--- config.mk ---
export PLATFORM = sky130hd
export DESIGN_NAME = ffn_cfg_loader
export DESIGN_NICKNAME = d
export VERILOG_FILES = /design/src/rtl/ffn_cfg_loader.sv
export SDC_FILE = /design/constraint.sdc
export NUM_CORES = 1
export LEC_CHECK = 0
export ABC_AREA = 1
export CORE_UTILIZATION = 53
export DETAILED_ROUTE_END_ITERATION = 12
export PLACE_DENSITY = 0.84
export SYNTH_ARGS = -nofsm -noshare
export SYNTH_HDL_FRONTEND = slang
export SYNTH_SLANG_ARGS = --single-unit
--- constraint.sdc ---
create_clock -name clk -period 2.54 [get_ports clk]
set_input_delay 0.508 -clock clk [delete_from_list [all_inputs] [get_ports clk]]
set_output_delay 0.508 -clock clk [all_outputs]
set_load 0.03 [all_outputs]
--- src/rtl/ffn_cfg_loader.sv ---
// ffn_cfg_loader: streams W1, b1, W2, b2 words into the ffn cfg port and gates compute valid until a full load completes.
module ffn_cfg_loader #(
    parameter int EMB    = 64,
    parameter int FF     = 256,
    parameter int DATA_W = 16,
    parameter int ADDR_W = $clog2(EMB*FF + FF + FF*EMB + EMB)
) (
    input  logic              clk,
    input  logic              rst_n,
    input  logic              start,
    input  logic              abort,
    input  logic              s_valid,
    output logic              s_ready,
    input  logic [DATA_W-1:0] s_data,
    output logic              cfg_we,
    output logic [ADDR_W-1:0] cfg_addr,
    output logic [DATA_W-1:0] cfg_wdata,
    output logic [1:0]        region,
    output logic              busy,
    output logic              done,
    output logic              loaded,
    input  logic              ffn_valid_in,
    output logic              ffn_valid_out,
    output logic              gate_drop
);
    localparam int B1_BASE = EMB*FF;
    localparam int W2_BASE = B1_BASE + FF;
    localparam int B2_BASE = W2_BASE + FF*EMB;
    localparam int TOTAL   = B2_BASE + EMB;

    typedef enum logic [2:0] {IDLE, S_W1, S_B1, S_W2, S_B2} state_t;

    state_t            state, state_n;
    logic [ADDR_W-1:0] cnt;
    logic              accept, start_ok, last;

    assign busy          = state != IDLE;
    assign s_ready       = busy && !abort;
    assign accept        = s_valid && s_ready;
    assign start_ok      = state == IDLE && start && !abort;
    assign last          = state == S_B2 && cnt == ADDR_W'(TOTAL - 1);
    assign ffn_valid_out = ffn_valid_in && loaded && !busy;
    assign gate_drop     = ffn_valid_in && !ffn_valid_out;

    always_comb begin
        region = state == S_B1 ? 2'd1 : state == S_W2 ? 2'd2 : state == S_B2 ? 2'd3 : 2'd0;
    end

    // Region changes on acceptance of the last word of the current region.
    always_comb begin
        state_n = state;
        case (state)
            IDLE: if (start_ok) state_n = S_W1;
            S_W1: if (accept && cnt == ADDR_W'(B1_BASE - 1)) state_n = S_B1;
            S_B1: if (accept && cnt == ADDR_W'(W2_BASE - 1)) state_n = S_W2;
            S_W2: if (accept && cnt == ADDR_W'(B2_BASE - 1)) state_n = S_B2;
            S_B2: if (accept && last) state_n = IDLE;
            default: state_n = IDLE;
        endcase
        if (busy && abort) state_n = IDLE;
    end

    always_ff @(posedge clk or negedge rst_n) begin
        if (!rst_n) begin
            state     <= IDLE;
            cnt       <= '0;
            cfg_we    <= 1'b0;
            cfg_addr  <= '0;
            cfg_wdata <= '0;
            done      <= 1'b0;
            loaded    <= 1'b0;
        end else begin
            state  <= state_n;
            cfg_we <= accept;
            done   <= accept && last;
            cnt    <= start_ok ? '0 : accept ? cnt + 1'b1 : cnt;
            if (accept) begin
                cfg_addr  <= cnt;
                cfg_wdata <= s_data;
            end
            if (start_ok || (busy && abort))
                loaded <= 1'b0;
            else if (accept && last)
                loaded <= 1'b1;
        end
    end
endmodule

==> results of run 1 <==
-- through the flow --
step	power [uW]	hold WS (ns)	std cells	util
6_report	3200	0.215	474	0.729
5_1_grt	3410	0.276	474	0.729
4_1_cts	3220	0.246	474	0.727
3_5_place_dp	2720	0.469	466	0.707
3_3_place_gp	2690	0.461	466	0.707
2_1_floorplan	2120	0.212	338	-
-- how the worst max path moves through the flow --
stage / start / endpoint / depth (start not counted)
2_1_floorplan: state[2] / ffn_valid_out / 3
3_3_place_gp: ffn_valid_in / gate_drop / 5
3_5_place_dp: ffn_valid_in / gate_drop / 5
4_1_cts: state[0] / region[1] / 6
5_1_grt: state[2] / gate_drop / 5
6_report: state[2] / gate_drop / 5
-- sequential cells by signal, summed over array words and instances, names as in the netlist --
signal / flops
loaded: 1
cfg_addr: 16
cfg_wdata: 16
done: 1
cfg_we: 1
cnt: 16
state: 3
-- metal layers --
layer / vias to the layer above / part of all wire
li1: 1199 / -
met1: 1099 / 0.44
met2: 82 / 0.49
met3: 5 / 0.061
met4: 0 / 0.011
met5: - / 0
-- cell families after synthesis --
kind of cell | count (synthesis) | synth area share
AO/OA/AOI/OAI | 41 | 0.0824
adder cells (fa/ha/maj) | 1 | 0.00474
buffers and inverters | 47 | 0.0696
flip-flops | 54 | 0.512
AND/OR/NAND/NOR | 192 | 0.322
XOR/XNOR | 3 | 0.00995
-- where the power goes --
| group | total, uW | leakage (uW) | internal (uW) | switching, uW |
|---|---|---|---|---|
| clock | 494 | 0.0000483 | 200 | 294 |
| sequential | 1200 | 0.000720 | 1060 | 136 |
| combinational | 1510 | 0.000933 | 570 | 935 |
| total | 3200 | 0.00170 | 1830 | 1360 |
-- layout make-up --
type | instances | area (um2) | share of cell area
clock inverter | 3 | 26.3 | 0.00758
clock buffer | 5 | 68.8 | 0.0198
tap | 67 | 83.8 | 0.0242
timing repair buffer | 70 | 681 | 0.196
sequential | 54 | 1350 | 0.390
multi-input combinational | 237 | 1110 | 0.321
inverter | 38 | 143 | 0.0411
-- cells in the mapped netlist (all sizes together) --
cell type / count / area, um2
a21oi: 11 / 55.1
a311oi: 1 / 8.76
buf: 6 / 30.0
clkbuf: 3 / 11.3
dfrtp: 54 / 1350
ha: 1 / 12.5
inv: 38 / 143
nand2: 122 / 483
nand3: 22 / 128
nand4: 7 / 43.8
nor2: 34 / 160
nor3: 7 / 35.0
o21a: 2 / 15.0
o21ai: 27 / 139
xor2: 3 / 26.3
-- repair_timing --
item | CTS | global route
endpoints found under the setup margin | 0 | 2
endpoints found under the hold margin | 0 | 0
resized for setup | 0 | 4
==> flow_summary.yaml, run 1 <==
setup_path:
  worstSetupStartpointType: "flop"
  path_class: "flop to output pin"
  end_kind: "output pin"
  r2r-end: "state[0]"
  cp_top_family: "buffers and inverters"
  r2r_cells: 12
  crit_path_top_delay_cell: "clkdlybuf4s50_1"
  critPathBufInv: 2
  crit_path_max_incr_delay_ns: 0.59
  cp_cell_sequence: "nor2_4 > nand2_4 > o21ai_0 > inv_1 > clkdlybuf4s50_1"
  crit_fanout: 9
  crit_arrival_ns: 1.96
  r2r_start: "cnt[1]"
  regToRegSetupSlack_ns: 0.81
  worst_ep_required_time_ns: 2.03
global_routing:
  grt_pass1_vias: 2237
  grt_max_degree: 34
  grt_use_total: 0.253
  met3_usage: 0.0483
  grt-ovfl-total: 0
  grt_pass1_wl_um: 10100
  grt_util_met1: 0.321
  use_met2: 0.442
  busiest_layer: "met2"
  grt_antenna_before_repair: 0
clock_tree:
  clk_pin_slew_ns: 0.11
  ctsHoldBuffers: 0
  cts_num_sinks: 54
  post_cts_buffers: 0
  numCtsBuffers: 5
  cts-root-buf: "clkbuf_8"
  cts_tree: "yes"
  clk_latency_ns: 0.32
  htreeDepth: 2
  clock_path_buffers: 2
layout:
  antenna_cells: 0
  synthToLayoutAreaGrowth_pct: 31.3
  layout_common_cells: "118 x nand2_1, 59 x clkdlybuf4s50_1, 54 x dfrtp_1"
  drive_above_1_share: 0.0811
  layout_commonest_cell: "nand2_1"
  nets: 429
  design_area_um2: 3470
  nFillCells: 366
synthesis:
  syn_nets: 361
  post_synth.cell_area_avg_um2: 7.81
  syn_area_um2: 2640
  yosysSeqAreaShare: 0.512
  synthCells: 338
  ys_ff_latch: 54
  yosysWarnings: 0
  synth_cell_types: 23
drt:
  drcViolationCount: 0
  wl_um: 6100
  route.vias.total: 2385
  dr.pass1.iters: 4
  drt-vias-per-instance: 5.03
  drtIter0Drc: 144
  routedWlPerCell_um: 12.9
  postRouteAntennaNets: 0
outcome:
  outcome: "completed"
power:
  power-per-cell-area_nw_per_um2: 923
  p_leak_uw: 0.00170
  peakVddDrop_v: 0.000675
sta:
  rsz0062_at_grt: "no"
  fin_crit_ns: 2.47
  skew_ns: 0.0134
  maxSlewHeadroom: 0.539
  worst_slew_pin_slew_ns: 0.691
  hold_viol: 0
  fin_ws_ns: 0.0731
  fin_setup_tns_ns: 0
  finalSetupViolCount: 0
  clock.fmax_ghz: 0.405
  slew_violations: 0
  period_share: 0.971
floorplan:
  die_x_um: 72.6
  fp.dieH_um: 72.6
  start_util: 0.556
  dieArea_um2: 5270
  core_um2: 4750
  boundaryPins: 63
  rows: 25
hold_path:
  hp-class: "input port to async pin"
placed_design:
  dp_slack_ns: 0.110
  port_buffers: 62
  place_congestion: 0.872
  post_dp_cell_area_um2: 3360
  post-dp-hpwl_um: 4590
flow_run:
  cap_viol_max_count: 0
Note: power is estimated with default switching activity, not from simulation.
==> run 2: changes to the inputs <==
Settings changed: CORE_UTILIZATION 53 to 30, CTS_BUF_LIST from default to sky130_fd_sc_hd__clkbuf_4, PLACE_DENSITY 0.84 to 0.53.
==> run 2 against run 1 <==
Net effect:
- first-iteration DRC count fell by 46%
- non-clock buffer count increased by 1
- sequential cell count unchanged
- worst hold slack worse by 0.15 ns
- fmax grew 1.0%
- sequential power barely moved
- die area is 74% higher
- critical path depth is 1 lower
- largest cell class unchanged
==> flow_summary.yaml, run 2 (same netlist as run 1, synthesis figures left out) <==
setup_path:
  worstSetupStartpointType: "flop"
  path_class: "flop to output pin"
  crit_fanout: 9
  critPathBufInv: 1
  crit_path_max_incr_delay_ns: 0.67
  crit_arrival_ns: 1.93
  end_kind: "output pin"
  crit_path_top_delay_cell: "clkdlybuf4s50_1"
  worst_ep_required_time_ns: 2.03
  cp_cell_sequence: "nor2_4 > nand2_4 > nor2_1 > clkdlybuf4s50_1"
  cp_top_family: "buffers and inverters"
sta:
  finalSetupViolCount: 0
  clock.fmax_ghz: 0.409
  skew_ns: 0.00984
  slew_violations: 0
  maxSlewHeadroom: 0.664
  rsz0062_at_grt: "no"
  fin_setup_tns_ns: 0
  worst_slew_pin_slew_ns: 0.503
  period_share: 0.962
  fin_crit_ns: 2.44
  hold_viol: 0
global_routing:
  grt_antenna_before_repair: 0
  grt_max_degree: 30
  grt_pass1_vias: 2158
  grt_pass1_wl_um: 10200
  grt_use_total: 0.145
  grt-ovfl-total: 0
power:
  power-per-cell-area_nw_per_um2: 881
  p_leak_uw: 0.00168
  peakVddDrop_v: 0.000463
  switching_share: 0.430
  power_frac_comb: 0.484
  power_frac_clock: 0.126
  fin_total_pwr_uw: 3060
  seq_power_share: 0.391
  p_int_uw: 1740
  power_switching_uw: 1310
clock_tree:
  cts_tree: "yes"
  clock_path_buffers: 2
  cts_num_sinks: 54
  clk_latency_ns: 0.38
  clk_pin_slew_ns: 0.15
  cts-root-buf: "clkbuf_4"
  ctsHoldBuffers: 0
  numCtsBuffers: 5
  post_cts_buffers: 0
  htreeDepth: 2
outcome:
  outcome: "completed"
drt:
  drtIter0Drc: 78
  postRouteAntennaNets: 0
  dr.pass1.iters: 6
  drt-vias-per-instance: 4.57
  drcViolationCount: 0
  wl_um: 6200
  route.vias.total: 2343
  routedWlPerCell_um: 12.1
floorplan:
  dieArea_um2: 9180
  start_util: 0.315
  rows: 33
  boundaryPins: 63
  fp.dieH_um: 95.8
  core_um2: 8380
  die_x_um: 95.8
layout:
  synthToLayoutAreaGrowth_pct: 31.5
  layout_common_cells: "118 x nand2_1, 58 x clkdlybuf4s50_1, 54 x dfrtp_1"
  drive_above_1_share: 0.0784
  antenna_cells: 0
  largest_registers: "cfg_addr (16), cfg_wdata (16), cnt (16)"
  nets: 430
  layout_commonest_cell: "nand2_1"
hold_path:
  hp-class: "input port to async pin"
placed_design:
  port_buffers: 62
  post-dp-hpwl_um: 4570
  place_congestion: 0.813
flow_run:
  cap_viol_max_count: 0
-- run 2: final timing paths --
kind / startpoint / endpoint / slack, ns / cells after the start
worst max-delay path: state[2] / ffn_valid_out / 0.1 / 4
worst min-delay path: rst_n / cnt[12] / 0.07 / 1
worst max register to register: cnt[0] / state[1] / 0.84 / 12
worst min register to register: cfg_wdata[2] / cfg_wdata[2] / 0.50 / 2
max in group asynchronous: rst_n / cnt[1] / 1.83 / 2
min in group clk: cfg_wdata[2] / cfg_wdata[2] / 0.50 / 2
-- run 2: what timing repair did --
| action | CTS | global route |
|---|---|---|
| hold endpoints to repair | 0 | 0 |
| pin swaps | 0 | 0 |
| gates resized for setup | 3 | 1 |
| setup endpoints to repair | 2 | 1 |
-- run 2: layout make-up --
type | instances | area [um2]
Fill cell | 872 | 4910
Sequential cell | 54 | 1350
Multi-Input combinational cell | 237 | 1110
Timing Repair Buffer | 71 | 683
Inverter | 38 | 143
Tap cell | 105 | 131
Clock buffer | 6 | 45.0
Clock inverter | 2 | 8.76
-- run 2: power groups by stage --
| stage | Sequential [uW] | Combinational [uW] | Clock, uW |
|---|---|---|---|
| after floorplan | 1520 | 598 | 0 |
| after global placement | 1210 | 1490 | 0 |
| after detailed placement | 1210 | 1500 | 0 |
| after CTS | 1200 | 1500 | 406 |
| after global routing | 1220 | 1620 | 442 |
| final | 1190 | 1480 | 384 |
-- run 2: metrics by stage --
stage / area [um2] / hold WS [ns] / utilization / setup WS, ns / cells
after global routing: 3470 / 0.0854 / 0.414 / 0.0111 / 513
after floorplan: 2640 / 0.212 / - / 0.877 / 338
after global placement: 3410 / 0.464 / 0.407 / 0.187 / 505
after CTS: 3470 / 0.0745 / 0.414 / 0.0537 / 513
final: 3470 / 0.0653 / 0.414 / 0.0975 / 513
after detailed placement: 3410 / 0.464 / 0.407 / 0.181 / 505
-- run 2: metal layers --
layer	global-route usage	wire, um
met2	0.231	2750
met1	0.194	3010
met3	0.0379	358
met4	0.0423	83
met5	0	0
-- run 2: worst reg2reg max path, cell delays in order, from the launching register on --
cell,delay [ns]
dfrtp_1,0.43
ha_1,0.21
nand2_1,0.06
nor2_1,0.21
nand2_4,0.10
inv_2,0.07
nand2_1,0.05
nand2_1,0.06
nand2_1,0.06
nor2_2,0.12
nand3_2,0.11
nand3_1,0.08
nand2_1,0.06
